$ cat src/rtl/flash_boot_loader.sv
// Boot loader: reads NUM_WORDS serial flash words and writes each one to SRAM as WORD_W/SRAM_DW beats.
// Latency: 2*CLK_DIV*WORD_W clk per word from FETCH entry to word_ready, then WORD_W/SRAM_DW write cycles.
// Backpressure: none; flash and SRAM are free-running slaves. start is honoured only in IDLE or DONE.
module flash_boot_loader #(
  parameter int WORD_W    = 32,
  parameter int SRAM_DW   = 8,
  parameter int NUM_WORDS = 4,
  parameter int ADDR_W    = 4,
  parameter int CLK_DIV   = 4
) (
  input  logic               clk,
  input  logic               reset,
  input  logic               start,
  input  logic               flash_miso,
  output logic               flash_clk,
  output logic               flash_cs_n,
  output logic               fetch_en,
  output logic               word_ready,
  output logic               sram_cen,
  output logic               sram_wen,
  output logic [ADDR_W-1:0]  sram_addr,
  output logic [SRAM_DW-1:0] sram_data,
  output logic               busy,
  output logic               done
);

  localparam int BEATS  = WORD_W / SRAM_DW;
  localparam int DIV_W  = (CLK_DIV > 1) ? $clog2(CLK_DIV) : 1;
  localparam int BIT_W  = $clog2(WORD_W);
  localparam int BEAT_W = (BEATS > 1) ? $clog2(BEATS) : 1;
  localparam int WCNT_W = $clog2(NUM_WORDS + 1);

  localparam logic [DIV_W-1:0]  DIV_MAX  = DIV_W'(CLK_DIV - 1);
  localparam logic [BIT_W-1:0]  BIT_MAX  = BIT_W'(WORD_W - 1);
  localparam logic [BEAT_W-1:0] BEAT_MAX = BEAT_W'(BEATS - 1);
  localparam logic [WCNT_W-1:0] WORDS    = WCNT_W'(NUM_WORDS);

  typedef enum logic [1:0] {
    IDLE  = 2'd0,
    FETCH = 2'd1,
    WRITE = 2'd2,
    DONE  = 2'd3
  } state_t;

  state_t state;

  logic [DIV_W-1:0]  r_div;
  logic [BIT_W-1:0]  r_bit;
  logic [BEAT_W-1:0] r_beat;
  logic [WCNT_W-1:0] r_word_cnt;
  logic [ADDR_W-1:0] r_addr;
  logic [WORD_W-2:0] r_shift;
  logic [WORD_W-1:0] r_word;

  logic [WORD_W-1:0]  w_full_word;
  logic [SRAM_DW-1:0] w_next_slice;
  int                 w_slice_idx;

  // The bit arriving on this falling edge completes the shift register contents.
  assign w_full_word = {r_shift, flash_miso};

  // Select the slice for the beat after the current one, most-significant slice first.
  always_comb begin
    w_slice_idx = BEATS - 2 - int'(r_beat);
    if (w_slice_idx < 0) begin
      w_slice_idx = 0;
    end
    w_next_slice = r_word[w_slice_idx*SRAM_DW +: SRAM_DW];
  end

  // Boot-load FSM: divider, serial capture, beat writer and all registered outputs.
  always_ff @(posedge clk or posedge reset) begin
    if (reset) begin
      state      <= IDLE;
      r_div      <= '0;
      r_bit      <= '0;
      r_beat     <= '0;
      r_word_cnt <= '0;
      r_addr     <= '0;
      r_shift    <= '0;
      r_word     <= '0;
      flash_clk  <= 1'b0;
      flash_cs_n <= 1'b1;
      fetch_en   <= 1'b0;
      word_ready <= 1'b0;
      sram_cen   <= 1'b1;
      sram_wen   <= 1'b1;
      sram_addr  <= '0;
      sram_data  <= '0;
      busy       <= 1'b0;
      done       <= 1'b0;
    end else begin
      word_ready <= 1'b0;
      case (state)
        IDLE, DONE: begin
          if (start) begin
            state      <= FETCH;
            r_addr     <= '0;
            r_word_cnt <= '0;
            r_div      <= '0;
            r_bit      <= '0;
            flash_clk  <= 1'b0;
            flash_cs_n <= 1'b0;
            fetch_en   <= 1'b1;
            busy       <= 1'b1;
            done       <= 1'b0;
          end
        end

        FETCH: begin
          if (r_div == DIV_MAX) begin
            r_div <= '0;
            if (flash_clk) begin
              // Falling edge of flash_clk: the flash data has been stable since the rise.
              flash_clk <= 1'b0;
              if (r_bit == BIT_MAX) begin
                // Word complete: latch it and issue the first beat on the same edge.
                r_bit      <= '0;
                r_word     <= w_full_word;
                r_word_cnt <= r_word_cnt + 1'b1;
                word_ready <= 1'b1;
                fetch_en   <= 1'b0;
                state      <= WRITE;
                r_beat     <= '0;
                sram_cen   <= 1'b0;
                sram_wen   <= 1'b0;
                sram_addr  <= r_addr;
                sram_data  <= w_full_word[WORD_W-1 -: SRAM_DW];
                r_addr     <= r_addr + 1'b1;
              end else begin
                r_shift <= w_full_word[WORD_W-2:0];
                r_bit   <= r_bit + 1'b1;
              end
            end else begin
              flash_clk <= 1'b1;
            end
          end else begin
            r_div <= r_div + 1'b1;
          end
        end

        WRITE: begin
          if (r_beat == BEAT_MAX) begin
            sram_cen <= 1'b1;
            sram_wen <= 1'b1;
            if (r_word_cnt < WORDS) begin
              // More words to go: chip select stays low, divider restarts.
              state    <= FETCH;
              fetch_en <= 1'b1;
              r_div    <= '0;
              r_bit    <= '0;
            end else begin
              state      <= DONE;
              flash_cs_n <= 1'b1;
              busy       <= 1'b0;
              done       <= 1'b1;
            end
          end else begin
            r_beat    <= r_beat + 1'b1;
            sram_addr <= r_addr;
            sram_data <= w_next_slice;
            r_addr    <= r_addr + 1'b1;
          end
        end

        default: begin
          state <= IDLE;
        end
      endcase
    end
  end

endmodule
$ cat config.mk
export PLATFORM = sky130hd
export DESIGN_NAME = flash_boot_loader
export DESIGN_NICKNAME = d
export VERILOG_FILES = /design/src/rtl/flash_boot_loader.sv
export SDC_FILE = /design/constraint.sdc
export NUM_CORES = 1
export LEC_CHECK = 0
export ABC_AREA = 0
export CORE_MARGIN = 2
export CORE_UTILIZATION = 45
export DETAILED_ROUTE_END_ITERATION = 7
export SYNTH_ARGS = -nofsm -noshare
export SYNTH_HDL_FRONTEND = slang
export SYNTH_SLANG_ARGS = --single-unit
$ cat constraint.sdc
create_clock -name clk -period 4.8 [get_ports clk]
set_clock_uncertainty 0.1 [all_clocks]
set_input_delay 0.96 -clock clk [delete_from_list [all_inputs] [get_ports clk]]
set_output_delay 0.96 -clock clk [all_outputs]
set_load 0.01 [all_outputs]
* Word-level counts from Yosys, hierarchy flattened *
Cells that the tools add are included.

operators by class
  reductions and logical operators = 17
  shifts and indexed selects = 1
  add/sub/neg operators = 6
  equal/unequal tests = 14
  order comparisons = 2
  mux-type cells = 69
  bitwise logic cells = 1

operators by type and width
  operator                                                       count
  4-bit two-way mux                                              9
  8-bit two-way mux                                              4
  32-bit by 32-bit indexed part select with 8-bit output         1
  5-bit two-way mux                                              6
  5-bit AND reduction                                            6
  29-bit two-way mux                                             1
  2-bit two-way mux                                              14
  1-bit two-way mux                                              18
  2-bit inequality test, second input constant                   8
  8-bit case mux with 2 select lines                             1
  5-bit case mux with 3 select lines                             1
  3-bit two-way mux                                              4
  2-bit case mux with 3 select lines                             2
  4-bit case mux with 3 select lines                             1
  4-bit AND reduction                                            3
  2-bit == test, second input constant                           4
  1-bit case mux with 2 select lines                             4
  4-bit case mux with 2 select lines                             1
  3-bit case mux with 2 select lines                             1
  3-bit AND reduction                                            2
  6-bit AND reduction                                            1
  2-bit nonzero test                                             3
  5-bit by 1-bit adder with 5-bit output, second input constant  1
  5-bit == test, second input constant                           1
  other kinds (12)                                               13

storage, ports and cells
  output and inout bits = 20
  logic and storage cells = 127
  input bits = 4
  flip-flop bits (word level) = 100

* Longest topological paths before layout *
Gate-level depths: netlist of run 1.

  depth in word-level cells = 6
  mapped depth = 8
  mapped depth without buffers = 7

* Worst setup path before layout of run 1 *
No wires, ideal clock.

  path kind = register to register
  start = reg r_bit[1]
  end = reg sram_addr[0]
  slack = 2.774 ns
  period minus slack after synthesis = 2.026 ns
  library setup time = 0.125 ns
  stages on the path, launching flop included = 7
  path buffers = 0
  data arrival time = 1.802 ns
  required time = 4.575 ns
  path through = dfrtp_1 > ha_1 > and3_1 > ha_1 > nand3_4 > a221oi_4 > mux2_2

on the way
  cells in the longest elaborated chain, start to end = 3

RTL lines
  item                             line  text
  start, declared                  48    logic [BIT_W-1:0] r_bit;
  start signal, assigned           132   r_bit <= r_bit + 1'b1;
  5-bit == test                    116   if (r_bit == BIT_MAX) begin
  2-bit inequality test (no line)  -
  5-bit AND reduction (no line)    -
  end signal, assigned             127   sram_addr <= r_addr;
  end signal, assigned             160   sram_addr <= r_addr;
  end, declared                    21    output logic [ADDR_W-1:0] sram_addr,

No other way between the ends.
A chain may end at the register's enable or synchronous reset.

* Worst setup path after layout of run 1 *
  start = reg state[1]
  end = reg r_shift[7]

on the way
  cells in the longest elaborated chain, start to end = 2

RTL lines
  item                                      line  text
  start, declared                           45    state_t state;
  start signal, assigned                    74    state <= IDLE;
  start signal, assigned                    97    state <= FETCH;
  start signal, assigned                    123   state <= WRITE;
  2-bit by 1-bit == test with 1-bit output  94    case (state)
  4-bit AND reduction (no line)             -
  end signal, assigned                      131   r_shift <= w_full_word[WORD_W-2:0];
  end, declared                             52    logic [WORD_W-2:0] r_shift;

No other way between the ends.

==> results.md, run 1 <==
Worst hold path:
- The startpoint of the tightest hold check path is r_div[1].
- The class of the worst hold path is reg2reg.
- The worst hold path endpoint is r_div[1].
- Along the worst hold path, the cell count comes to 2.

Yosys:
- After Yosys synthesis, and, or, nand and nor cells account for 7.94% of the synthesized area.
- After Yosys synthesis, full adders, half adders and majority gates account for 3.33% of the synthesized area.
- The synthesis warning total is 0.
- Ranked by total cell area, the synthesized netlist is headed by dfrtp_1, mux2_2, ha_1.
- Synthesis inferred 100 register bits.
- In the synthesized netlist, mux cells make up 20.7% of the area.
- The share of flip-flops with an asynchronous set or reset after synthesis is 100%.
- By instance count, the leading cell after synthesis is dfrtp_1.
- Summed over its instances, the top area cell type makes up 54.4% of the synthesized netlist area.
- In this run the mean area of a mapped cell was 12.7 sq um.
- Summing the areas of all compound-gate instances in the mapped netlist gives 8.66% of the synthesized area.
- Among all flip-flop cells after synthesis, the most frequent one is dfrtp_1.
- The gate count after technology mapping is 354.
- The sequential cell area fraction in the yosys report is 55.6%.
- Counting every net in the synthesized netlist gives 370.
- Yosys mapped the design onto 44 distinct sky130hd cell types.
- The dominant combinational cell family by area after synthesis is multiplexers.
- Counting flops with a built-in enable in the synthesized netlist gives 0.
- The mapped netlist covers 4510 sq um.
- Of the total synthesized cell area, the portion taken by XOR and XNOR cells is 0%.
- In the synthesized netlist, the cells that appear most often are dfrtp_1, mux2_2, nor2_1.
- dfrtp_1 takes more of the synthesized area than any other cell.

Timing:
- The ratio of final minimum period to clock period is 58.7%.
- The number of hold violations in the final report is 0.
- The transition time of the tightest slew-check pin is 1.17 ns.
- The total setup violations reported at the end of the flow is 0.
- The number of pins with negative max-slew slack in the final report is 0.
- After routing, the total negative slack on setup checks comes to 0 ns.
- The highest clock rate is 355 MHz.
- Setup repair after global routing left no endpoint under its margin.
- The final critical-path required period is 2.82 ns.
- Headroom to the max-slew limit came out at 21.9%.

Power:
- The total internal power is 1100 uW.
- The power per cell area is 284 nW/um^2.
- Across the VDD grid, the largest voltage drop is 0.150 mV.
- Of the total power, combinational logic draws 1.7%.
- The clock network is responsible for 38.6% of the overall power.
- The post-layout total power is 1420 uW.
- The fraction of power spent switching nets is 22.6%.
- The leakage power of the design is 0.00237 uW.
- The analysis attributes to net switching a power of 320 uW.
- Sequential cells burn 59.7% of the power.

Drt:
- The total iterations of the first detailed-routing run is 4.
- For this run, design rule violations remaining after detail routing come to 0.
- Wires add up to 8030 um.
- The number of vias per cell after detailed routing is 5.32.
- The post-route antenna net violation count is 0.
- The detailed router placed 2713 vias in this run.
- The detailed router finished its first iteration with 94 violations.
- After detailed routing, the average wire length per cell comes to 15.8 um.

Cells and area:
- The post-route non-filler standard cell count is 510.
- The final layout contains 388 nets.
- The number of antenna diodes is 0.
- The post-synthesis to final-layout area growth is 10.9%.
- In the final layout, the share of cells above drive strength 1 is 27.3%.

Critical path:
- STA puts the critical path data required time at 4.94 ns.
- The endpoint of the lowest-slack register-to-register path is r_shift[7].
- The peak per-stage delay on the critical path is 0.82 ns.
- The signal on the critical path passes through inv_1 > ha_1 > nand3b_2 > mux2_2.
- The worst setup path is captured at a register.
- The worst setup path is launched from a register.
- The worst-path maximum fanout is 33.
- The setup slack of the worst register-to-register path is 1.98 ns.
- The count of cells along the worst register-to-register path is 4.
- The critical path's slowest cell is nand3b_2.
- The worst endpoint data arrival time is 2.96 ns.
- The startpoint of the worst register-to-register path is state[1].
- The critical path is of the reg2reg type.

CTS:
- The H-tree was split into 3 levels.
- The number of hold buffers added after CTS was 0.
- No sink is reached through more buffers than the 2 on the longest clock path.
- The count of cells resized by post-cts repair is 0.
- The clock tree root driver cell is clkbuf_8.
- The total clock buffers created by CTS is 9.
- The CTS sink count is 100.
- Buffers added to address setup during post-CTS repair amount to 0.
- At the later pin of the worst-skew pair, clock insertion delay measures 0.37 ns.
- The clock-pin transition on the worst setup and hold timing paths is 0.10 ns.
- TritonCTS built the clock tree.

Global route:
- The global-route wire length before repair is 14000 um.
- The via count of the first global-routing pass is 2787.
- Global routing finished with a remaining overflow of 0.
- The largest net degree at the start of global routing is 45.
- The overall routing resource usage is 16.0%.
- The initial antenna violation count is 0.

Floorplan:
- The starting density of the core is 46.3%.
- The placeable core region is 9730 sq um.
- Measured along the y axis, the die boundary spans 104 um.
- The die covers 10800 sq um.
- For this design the top-level I/O count stands at 24.
- The width of the chip is 104 um.
- In this run the core area contains 36 standard-cell rows.

Place:
- The count of input and output buffers is 23.
- The estimated wirelength of the detail-placed design is 5150 um.
- Counting tap cells, the placed design contains a total of 494 instances.
- Routability-driven placement finished with a final weighted congestion of 0.837.

Status:
- The flow ran to the end, and the final reports show no timing, DRC or antenna violations.

Flow run:
- The tool flagged a number of max-cap violations equal to 0.
[final cells by class]
class	instances	area (sq um)
Inverter	11	43.8
Sequential cell	100	2500
Fill cell	888	4730
Tap cell	133	166
Clock buffer	10	128
Clock inverter	6	71.3
Timing Repair Buffer	26	253
Multi-Input combinational cell	224	1830
[cell families after synthesis]
kind of cell    count (synthesis)
simple gates                   70
buf+inv                        30
fa+ha+maj                      12
mux                            84
compound gates                 58
flops                         100
[placed cells by master, fill, tap and decap left out, types with 3 or more instances in the layout]
| cell type | count |
|---|---|
| mux2_2 | 74 |
| o22ai_1 | 3 |
| mux2i_1 | 10 |
| inv_1 | 9 |
| o21ai_0 | 15 |
| a22o_1 | 3 |
| nand2_1 | 20 |
| clkdlybuf4s50_1 | 23 |
| ha_1 | 12 |
| nor2_1 | 22 |
| clkbuf_8 | 9 |
| buf_4 | 3 |
| a21oi_1 | 16 |
| dfrtp_1 | 98 |
| and3_1 | 4 |
| a221oi_1 | 6 |
| nand3_1 | 8 |
| o21a_1 | 3 |
[power groups by stage]
stage | sequential (uW) | combinational, uW | clock (uW)
floorplan | 863 | 15.8 | 0
CTS | 848 | 25.7 | 570
finish | 847 | 24.0 | 549
global placement | 864 | 25.4 | 0
global route | 848 | 28.8 | 598
detailed placement | 864 | 25.7 | 0
[metal layers]
layer	GRT usage, %	wire length, um	share of wire, %	up-vias
li1	-	-	-	1296
met1	21.6	3900	48	1374
met2	26.0	3860	48	36
met3	3.70	198	2.5	7
met4	4.44	84	1.0	0
met5	0	0	0	-
[sequential cells by signal, summed over array words and instances (netlist names)]
name / flops
r_bit: 5
r_beat: 2
flash_cs_n: 1
r_word: 32
flash_clk: 1
fetch_en: 1
sram_wen: 1
state: 2
word_ready: 1
r_addr: 4
sram_data: 8
r_word_cnt: 3
sram_addr: 4
busy: 1
done: 1
r_shift: 31
r_div: 2
[worst max-delay path: cells and delay by family (launching register included)]
family / cells / cell delay, ns
fa+ha+maj: 1 / 0.72
buf+inv: 1 / 0.08
flops: 1 / 0.40
mux: 1 / 0.55
simple gates: 1 / 0.82
[worst max-delay path by stage]
stage                         from            to  slack [ns]  depth (start not counted)
final                     state[1]    r_shift[7]        1.98                          4
after global routing      state[1]      r_bit[0]        1.67                          5
after CTS                 state[1]    r_shift[7]        1.96                          4
after detailed placement  r_bit[1]  sram_addr[0]        1.98                          6
after global placement    state[1]    r_shift[9]        2.00                          4
after floorplan              reset          busy        1.12                          1
[per-stage QoR]
stage	util [%]	setup slack, ns	area (sq um)	hold WS [ns]
after floorplan	-	1.12	4510	0.343
after global placement	49.3	2.00	4800	0.355
after detailed placement	49.3	1.98	4800	0.364
after CTS	51.4	1.96	5000	0.388
after global routing	51.4	1.67	5000	0.422
final	51.4	1.98	5000	0.378
Power figures use the tool's default switching activity.
==> run 2: changes to the inputs <==
Clock period 4.8 ns to 2.6 ns, I/O delays scaled along.
==> run 2 against run 1 <==
- critical path depth is 3 higher
- clock power grew 86%
- worst hold slack gained 0.0092 ns
- largest cell class unchanged
- worst setup slack got worse by 1.6 ns
- utilization rose by 1.5 points
- wire length shrank 0.21%
- highest routed layer unchanged
- largest power group unchanged
- die area did not move
- combinational power up 120%
- sequential power rose by 84%
- fmax is 24% higher
==> results.md, run 2 (synthesized netlist as in run 1, its figures left out) <==
Status:
- The flow ran to the end, and the final reports show no timing, DRC or antenna violations.

Critical path:
- The data required time of the worst path is 2.75 ns (-2.19 ns).
- The worst setup path is launched from a register.
- The worst endpoint data arrival time is 2.42 ns (-0.54 ns).
- The worst-path maximum fanout was 6 (-82%).
- The critical path class is reg2reg.
- The worst setup path is captured at a register.

CTS:
- The number of buffers inserted to repair setup after CTS is 0 (unchanged).
- The total clock buffers created by CTS came to 9 (unchanged).
- The source-to-sink clock delay at the later pin of the worst-skew pair is 0.36 ns (about the same).
- The clock-pin transition on the worst setup and hold timing paths is 0.09 ns (about the same).
- The count of cells resized by post-cts repair is 0 (unchanged).
- The CTS H-tree depth was 3 (unchanged).
- The root buffer cell chosen for the clock tree is clkbuf_8.
- The clock tree from TritonCTS is yes.
- The count of hold-fix buffers inserted at cts came to 0 (unchanged).
- The number of buffers on the longest clock path came to 2 (unchanged).
- The CTS sink count is 100 (unchanged).

Cells and area:
- The top cell types in the final layout, fill and taps aside, are dfrtp_1, mux2_2, clkdlybuf4s50_1, nor2_1, nand2_1.
- The flip-flop count of the largest register, all copies and words added was 32 (unchanged).
- The fraction of final layout cells sized beyond drive strength 1 is 29.3% (+2.0 points).
- The net count of the finished layout is 400 (+3.1%).
- Ranked by flip-flop count, first place goes to r_word.
- The largest registers in the layout are r_word x32, r_shift x31, sram_data x8.
- The number of inserted filler cells in the final layout is 874 (-1.6%).
- The number of antenna diodes was 0 (unchanged).
- The cell area after layout is 5150 sq um (+3.0%).
- The library cell used most frequently in the layout, excluding fill and tap cells, is dfrtp_1.
- The post-synthesis to final-layout area growth is 14.2%.

Global route:
- The global-route wire length before repair is 14000 um (unchanged).
- The overall routing resource usage is 16.0% (about the same).
- The global-route congestion overflow total is 0 (unchanged).
- The via count of the first global-routing pass is 2806 (+0.68%).
- The initial antenna violation count is 0 (unchanged).
- The largest net degree at the start of global routing was 36 (-20%).

Timing:
- The post-route worst setup slack is 0.333 ns (-1.65 ns).
- Setup repair after global routing left no endpoint under its margin.
- The number of pins with negative max-slew slack in the final report came to 0 (unchanged).
- The number of hold violations in the final report is 0 (unchanged).
- The final-layout setup total negative slack is 0 ns (unchanged).
- The ratio of final minimum period to clock period is 87.2% (+28 points).
- The tightest slew margin relative to the limit is 61.8% (+40 points).
- The final critical-path required period was 2.27 ns (-0.552 ns).
- The transition time of the tightest slew-check pin came to 0.572 ns (-0.600 ns).
- The total setup violations reported at the end of the flow is 0 (unchanged).
- The highest clock rate is 441 MHz (+24%).

Drt:
- The routed length per instance was 15.4 um (-2.5%).
- The number of vias per cell after detailed routing is 5.30 (-0.39%).
- The total iterations of the first detailed-routing run is 4 (unchanged).
- The via count is 2766 (+2.0%).
- The number of remaining DRC errors is 0 (unchanged).
- The post-route antenna net violation count is 0 (unchanged).
- The total routed wirelength is 8020 um (-0.21%).
- The number of design-rule violations left by the first detailed-router iteration was 76 (-19%).

Power:
- The combinational share of power is 2.0% (+0.3 points).
- The leakage power of the design was 0.00244 uW (+3.4%).
- The clock share of power was 38.6% (about the same).
- The switching power total came to 553 uW (+73%).
- The fraction of power spent switching nets came to 21.0% (-1.6 points).
- The power per cell area is 512 nW/um^2 (+80%).
- The worst vdd rail ir drop is 0.321 mV (+110%).
- The total internal power is 2080 uW (+89%).
- The part of the total power dissipated in sequential elements is 59.4% (-0.3 points).

Flow run:
- The max-cap check violation count is 0 (unchanged).

Floorplan:
- The starting density of the core was 46.3% (unchanged).
- The full die area came to 10800 sq um (unchanged).
- The number of primary I/O pins is 24 (unchanged).
- The placeable core region came to 9730 sq um (unchanged).
- The width of the chip was 104 um (unchanged).
- The count of standard-cell rows came to 36 (unchanged).
- The die span in y came to 104 um (unchanged).

Place:
- The count of input and output buffers was 23 (unchanged).
- The cell area reported after detailed placement is 4920 sq um (+2.5%).
- The estimated wirelength of the detail-placed design is 5500 um (+6.8%).
- The pre-CTS setup slack is 0.191 ns (-1.79 ns).
- The placer congestion estimate is 0.762 (-9.0%).

Worst hold path:
- The class of the worst hold path is reg2reg.
-- run 2: critical path: stages (launching register included) --
cell      delay [ns]
dfrtp_1         0.40
ha_1            0.21
and3_1          0.19
ha_1            0.27
nand3_4         0.14
a221oi_4        0.34
buf_4           0.19
mux2_2          0.33
-- run 2: cell type report --
type,count,area (sq um),share of cell area (%)
inverter,11,45.0,0.875
multi-input combinational,224,1830,35.6
tap,133,166,3.23
clock inverter,3,46.3,0.900
clock buffer,13,159,3.09
timing repair buffer,38,393,7.63
sequential,100,2500,48.7
-- run 2: path summary, 6_finish.rpt --
kind	from	to	slack [ns]	depth (start not counted)
hold / removal	r_shift[30]	r_shift[30]	0.39	2
setup / recovery	r_bit[1]	sram_addr[1]	0.33	7
min in group asynchronous	reset	r_bit[2]	0.46	2
max in group asynchronous	reset	r_word[28]	1.39	3
setup reg to reg	r_bit[1]	sram_addr[1]	0.33	7
hold reg to reg	r_shift[30]	r_shift[30]	0.39	2
-- run 2: per-stage QoR --
step / utilization, % / cells / power, uW / hold WS, ns
finish: 52.9 / 522 / 2630 / 0.387
floorplan: - / 354 / 1620 / 0.343
global route: 52.9 / 522 / 2740 / 0.419
CTS: 52.7 / 519 / 2670 / 0.389
global placement: 50.6 / 503 / 1650 / 0.358
detailed placement: 50.6 / 503 / 1650 / 0.371
-- run 2: metal layers --
metal / track usage [%] / up-vias / part of all wire [%]
li1: - / 1328 / -
met1: 21.4 / 1397 / 49
met2: 26.3 / 34 / 48
met3: 3.82 / 7 / 3.0
met4: 4.34 / 0 / 0.85
met5: 0 / - / 0
-- run 2: power groups by stage --
stage	registers (uW)	logic (uW)	clock network [uW]
global placement	1600	54.7	0
finish	1560	51.7	1020
detailed placement	1600	55.0	0
floorplan	1590	29.5	0
CTS	1560	55.4	1050
global route	1570	60.9	1110
